File: src/rtl/mem_arbiter.sv
// rtl/mem_arbiter.sv - two-port round-robin arbiter and read sequencer for a single-port RAM
// Grants one access per cycle, stalls writes behind a fresh read, and returns read data to its port.
module mem_arbiter #(
  parameter int DATA_WIDTH = 12,
  parameter int COUNT      = 64
) (
  input  logic                  clk,
  input  logic                  rst_n,
  input  logic                  p0_req,
  input  logic                  p0_we,
  input  logic [DATA_WIDTH-1:0] p0_addr,
  input  logic [DATA_WIDTH-1:0] p0_wdata,
  output logic                  p0_gnt,
  output logic                  p0_rvalid,
  output logic [DATA_WIDTH-1:0] p0_rdata,
  output logic                  p0_rerr,
  input  logic                  p1_req,
  input  logic                  p1_we,
  input  logic [DATA_WIDTH-1:0] p1_addr,
  input  logic [DATA_WIDTH-1:0] p1_wdata,
  output logic                  p1_gnt,
  output logic                  p1_rvalid,
  output logic [DATA_WIDTH-1:0] p1_rdata,
  output logic                  p1_rerr,
  output logic [DATA_WIDTH-1:0] mem_addr,
  output logic                  mem_we,
  output logic [DATA_WIDTH-1:0] mem_wdata,
  input  logic [DATA_WIDTH-1:0] mem_rdata
);

  localparam logic [31:0] COUNT_U = 32'(COUNT);

  logic                  last_q, last_d;
  logic [DATA_WIDTH-1:0] addr_q, addr_d;
  logic                  rd0_valid_q, rd0_valid_d, rd0_id_q, rd0_id_d, rd0_oor_q, rd0_oor_d;
  logic                  rd1_valid_q, rd1_valid_d, rd1_id_q, rd1_id_d, rd1_oor_q, rd1_oor_d;

  logic                  any_req, winner, win_we, win_oor, blocked, issue;
  logic [DATA_WIDTH-1:0] win_addr, win_wdata;

  always_comb begin
    any_req   = p0_req | p1_req;
    winner    = (p0_req && p1_req) ? ~last_q : p1_req;
    win_we    = winner ? p1_we    : p0_we;
    win_addr  = winner ? p1_addr  : p0_addr;
    win_wdata = winner ? p1_wdata : p0_wdata;
    win_oor   = (32'(win_addr) >= COUNT_U);
    // A write right after a read issue would kill the RAM's read pipeline update,
    // so the whole cycle bubbles and the write is guaranteed to go next cycle.
    blocked   = any_req & win_we & rd0_valid_q;
    issue     = rst_n & any_req & ~blocked;

    p0_gnt    = issue & ~winner;
    p1_gnt    = issue & winner;
    mem_addr  = issue ? win_addr : addr_q;
    mem_we    = issue & win_we & ~win_oor;
    mem_wdata = issue ? win_wdata : '0;
  end

  always_comb begin
    last_d      = issue ? winner : last_q;
    addr_d      = mem_addr;
    rd0_valid_d = issue & ~win_we;
    rd0_id_d    = winner;
    rd0_oor_d   = win_oor;
    rd1_valid_d = rd0_valid_q;
    rd1_id_d    = rd0_id_q;
    rd1_oor_d   = rd0_oor_q;
  end

  always_ff @(posedge clk or negedge rst_n) begin
    if (!rst_n) begin
      last_q      <= 1'b1;
      addr_q      <= '0;
      rd0_valid_q <= 1'b0;
      rd0_id_q    <= 1'b0;
      rd0_oor_q   <= 1'b0;
      rd1_valid_q <= 1'b0;
      rd1_id_q    <= 1'b0;
      rd1_oor_q   <= 1'b0;
    end else begin
      last_q      <= last_d;
      addr_q      <= addr_d;
      rd0_valid_q <= rd0_valid_d;
      rd0_id_q    <= rd0_id_d;
      rd0_oor_q   <= rd0_oor_d;
      rd1_valid_q <= rd1_valid_d;
      rd1_id_q    <= rd1_id_d;
      rd1_oor_q   <= rd1_oor_d;
    end
  end

  always_comb begin
    p0_rvalid = rd1_valid_q & ~rd1_id_q;
    p1_rvalid = rd1_valid_q & rd1_id_q;
    p0_rerr   = p0_rvalid & rd1_oor_q;
    p1_rerr   = p1_rvalid & rd1_oor_q;
    p0_rdata  = rd1_oor_q ? '0 : mem_rdata;
    p1_rdata  = rd1_oor_q ? '0 : mem_rdata;
  end

endmodule

File: config.mk
export PLATFORM = sky130hd
export DESIGN_NAME = mem_arbiter
export DESIGN_NICKNAME = d
export VERILOG_FILES = /design/src/rtl/mem_arbiter.sv
export SDC_FILE = /design/constraint.sdc
export NUM_CORES = 1
export LEC_CHECK = 0
export ABC_CLOCK_PERIOD_IN_PS = 2700
export BUFFER_PORTS_ARGS = -buffer_cell sky130_fd_sc_hd__clkbuf_2
export CORE_ASPECT_RATIO = 0.7
export CORE_MARGIN = 2
export CORE_UTILIZATION = 37
export CTS_BUF_LIST = sky130_fd_sc_hd__clkbuf_8
export DETAILED_ROUTE_END_ITERATION = 7
export GPL_ROUTABILITY_DRIVEN = 0
export PLACE_DENSITY_LB_ADDON = 0.2
export SYNTH_ARGS = -nofsm -noshare
export SYNTH_HDL_FRONTEND = slang
export SYNTH_SLANG_ARGS = --single-unit
File: constraint.sdc
create_clock -name clk -period 2.7 [get_ports clk]
set_input_delay 0.54 -clock clk [delete_from_list [all_inputs] [get_ports clk]]
set_output_delay 0.54 -clock clk [all_outputs]
set_load 0.01 [all_outputs]
Yosys cells after proc, flatten, opt, wreduce, memory -nomap -nowiden
Index checks and enable logic that the tools add are counted.

Order comparisons: 1. Multiplexer cells: 7. Bitwise gates (word level): 20. Reduce and logical (&&, ||, !) cells: 1.

Operator list (number): $mux W12 (5); $and A1 B1 Y1 (13); $ge A12 B7 Y1 const B (1); $not A1 Y1 (6); $mux W1 (2); $logic_and A1 B1 Y1 (1); $or A1 B1 Y1 (1).

Register bits: 19. Input bits: 66. Output and inout bits: 55.

Depth between registers and ports, before layout
Depth in word-level cells: 9. Gate-level depth with buffers: 8.

Least setup slack after synthesis
No wires, ideal clock.

Path type: input-to-output. From: input p1_addr[10]. To: output mem_we. Data arrival time: 1832 ps. Data required time: 2160 ps. Path slack: 328 ps. Stages: 3. Path buffers: 0. Cells stage by stage: or4_4 > or4b_4 > a211oi_2.

Cells in the longest elaborated chain, start to end: 4.

RTL lines: start, declared (RTL line 19) `input logic [DATA_WIDTH-1:0] p1_addr,`; $mux W12 (RTL line 45) `win_addr = winner ? p1_addr : p0_addr;`; $ge A12 B7 Y1 (RTL line 47) `win_oor = (32'(win_addr) >= COUNT_U);`; $not A1 Y1 (RTL line 56) `mem_we = issue & win_we & ~win_oor;`; $and A1 B1 Y1 (RTL line 56); end, declared (RTL line 26) `output logic mem_we,`.

No other way between the ends.

Final worst setup path
Ends and elaborated chain as after synthesis.

==> results.md <==
* Layout area overhead at 49.1%
* Initial Utilization at 39.3%
* # DRC at 0
* Initial antenna violation count at 0
* NumNets Final at around 330
* Syn Nets at around 220
* Post-synthesis sequential area ratio at 38.0%
* Post-synthesis compound-gate area fraction at ~18%
* First-pass GRT wire length at between 5 and 6 mm
* Sequential share of power at 42.5%
* Clock transition at path regs at around 0.070 ns
* Clock sinks at 19
* Net Sw Frac at around 31%
* Die width at approximately 74 microns
* RSZ-0062 raised after global routing: false
* Vias in the first global route at around 1200
* Longest Clk Path Bufs at 2
* Die Ht at 52.7 microns
* Pwr dens at roughly 420 mW/mm^2
* Setup TNS at 0 ns
* GRT Overall Usage at 16.8%
* Top FF cell, synth: dfrtp_1
* Post-synthesis mux area share at between 10% and 20%
* CP Max Fanout at 2
* Fin crit period at 2.58 ns
* Number of max-cap violations at 0
* Yosys reg bits at 19
* Cts bufs inserted at 3
* Rel. slew slack at 73.0%
* Pwr Total at 795 uW
* Synth Area in Simple Gates at a little under a quarter
* Setup violators final at 0
* Worst-Skew Late Latency at about 0.25 ns
* R2R setup slack at ~1.2 ns
* Synth Area in XOR/XNOR at 0%
* Largest net degree at the start of global routing at 23
* Fillers at 320
* Req. time, crit path at 2.16 ns
* Reg2Reg Depth at 6
* Initial drt markers at 38
* Clock group share of total power at between 20% and 30%
* Antenna diodes at 0
* Clock skew at 0.00471 ns
* Achievable Freq at ~0.39 GHz
* I/O pin count at around 120
* CTS tree: done
* Syn. warnings at 0
* Max-slew violations at 0
* Yosys cell types at 25
* Die ar. at 0.00388 sq mm
* Post-Synth Adder-Cell Area at 0%
* Critical path startpoint category: input pin
* Crit path arrival time at a little over 2 ns
* Hold buffers post-CTS at 0
* Outcome: completed
* Final setup margin at between 0.1 and 0.15 ns
* Leakage Power at between 1 and 1.5 nW
* Grt ovf at 0
* Antenna Nets Post-Route at 0
* Worst-Margin Slew at just over 0.4 ns
* Reg-to-reg endpoint: addr_q[11]$_DFF_PN0_
* Hold Path Class: input pin to async pin
* Largest family of logic cells by synthesized area: simple AND/OR/NAND/NOR gates
* EDFF count, synth at 0
* H-tree levels at 1
* R2R Path Start: last_q$_DFFE_PN1P_
* P_int at 549 uW
* Mapped cell area at 0.00125 sq mm
* Cells after synthesis at roughly 160
* Post-CTS setup buffer count at 0
* Wirelength per Cell at between 10 and 15 microns
* Ratio of cells with drive above 1 in the final layout at 51.5%
* Row count at 17
* Vias after detailed routing at 1427
* Core area at 0.00319 sq mm
* Peak VDD IR at a little under 0.4 mV
* Vias/cell at roughly 4.7
* Syn avg cell area at 8.10 sq um
* Detailed Route WL at between 3 and 4 mm
* Combinational Power Share at approximately 34%
* Clock root buffer: clkbuf_8
* First drt pass iteration count at 4
* Part of the cycle the worst path needs at 95.4%
* Critical Path Sink Type: output pin
* Async SR Flop Fraction at 100%
* Net Sw Power at roughly 250 uW
* Port buffer count at 120
* Critical path class: input pin to output pin
* Placement Setup Slack at roughly 0.13 ns
* Fin. Hold Viols at 0
* Post-DP HPWL at 2.79 mm
## cell usage in the layout (no fill, tap or decap)
cell	instances
or4_4	1
and2_1	3
a211oi_1	1
o21ai_0	16
nor2b_1	13
or4b_4	1
inv_1	1
or4_1	1
o21ai_1	9
a211oi_2	1
buf_4	7
clkbuf_2	120
inv_2	1
nor2_1	4
dfstp_2	1
nor3_1	1
clkbuf_8	3
nand2_1	29
dfrtp_1	18
nor4_1	1
mux2i_1	13
a21oi_1	15
and3_1	1
nand2b_1	1
nand3_1	1
or2_4	1
## state kept, by name, indices dropped and copies added, names as in the netlist
register and count:
rd0_valid_q 1, rd1_oor_q 1, rd1_id_q 1, rd0_oor_q 1, rd0_id_q 1, rd1_valid_q 1, addr_q 12, last_q 1
## how the worst max path moves through the flow
stage / startpoint / cells past startpoint / to / slack [ns]
2_1_floorplan: p1_addr[10] / 3 / mem_we / 0.33
3_3_place_gp: p1_addr[10] / 5 / mem_we / 0.12
3_5_place_dp: p1_addr[10] / 5 / mem_we / 0.13
4_1_cts: last_q$_DFFE_PN1P_ / 8 / mem_wdata[10] / 0.1
5_1_grt: last_q$_DFFE_PN1P_ / 8 / mem_wdata[4] / 0.09
6_report: p1_addr[10] / 5 / mem_we / 0.12
## routing by layer
metal  share of wire, %  GRT usage [%]  vias to the layer above
met3                8.2           5.00                        2
li1                   -              -                      736
met2                 47           29.0                       64
met1                 45           21.4                      625
met5                  0              0                        -
met4               0.20           1.82                        0
## cells in the mapped netlist (3+ instances only)
master / instances / area, sq um
nand2_1: 29 / 109
and2_1: 3 / 18.8
nor2_1: 4 / 15.0
a21oi_1: 15 / 75.1
nor2b_1: 13 / 81.3
o21ai_0: 16 / 80.1
buf_2: 4 / 20.0
mux2i_1: 13 / 130
buf_4: 12 / 90.1
o21ai_1: 9 / 45.0
dfrtp_1: 18 / 450
clkbuf_1: 6 / 22.5
## stage by stage
step	instances	area, sq um	util, %	hold slack (ns)
after floorplan	155	1250	-	0.244
after global placement	298	1820	57.1	0.333
after detailed placement	298	1820	57.1	0.341
after CTS	302	1870	58.5	0.250
after global routing	302	1870	58.6	0.268
final	302	1870	58.6	0.242
## logic make-up (layout without fill, tap and decap cells)
logic type,Yosys count,in the layout
and+or+nand+nor,58,58
AOI/OAI and AO/OA,42,42
buffers and inverters,23,132
DFF,19,19
muxes,13,13
## worst max-delay path, cell delays in order
cell and delay, ns:
clkbuf_2 0.09, or4_4 0.53, or4b_4 0.53, a211oi_2 0.18, clkbuf_2 0.17
## power groups by stage
stage                     registers, mW  logic (mW)  clock network, mW
after detailed placement          0.343       0.269                  0
after global placement            0.342       0.269                  0
after global routing              0.342       0.301              0.208
after CTS                         0.337       0.270              0.194
final                             0.338       0.268              0.189
after floorplan                   0.339       0.144                  0
## cell type report
class,count,area [sq um],share of cell area (%)
clock buffers,3,41.3,2.21
clock inverters,1,3.75,0.201
inverters,1,3.75,0.201
multi-input cells,113,644,34.4
flip-flops and latches,19,477,25.5
well taps,38,47.5,2.54
repair buffers,127,653,34.9
## repair_timing
action,4_1_cts,5_1_grt
setup endpoints to repair,0,12
endpoints found under the hold margin,0,0
resized for setup,0,1
Power figures use the tool's default switching activity.
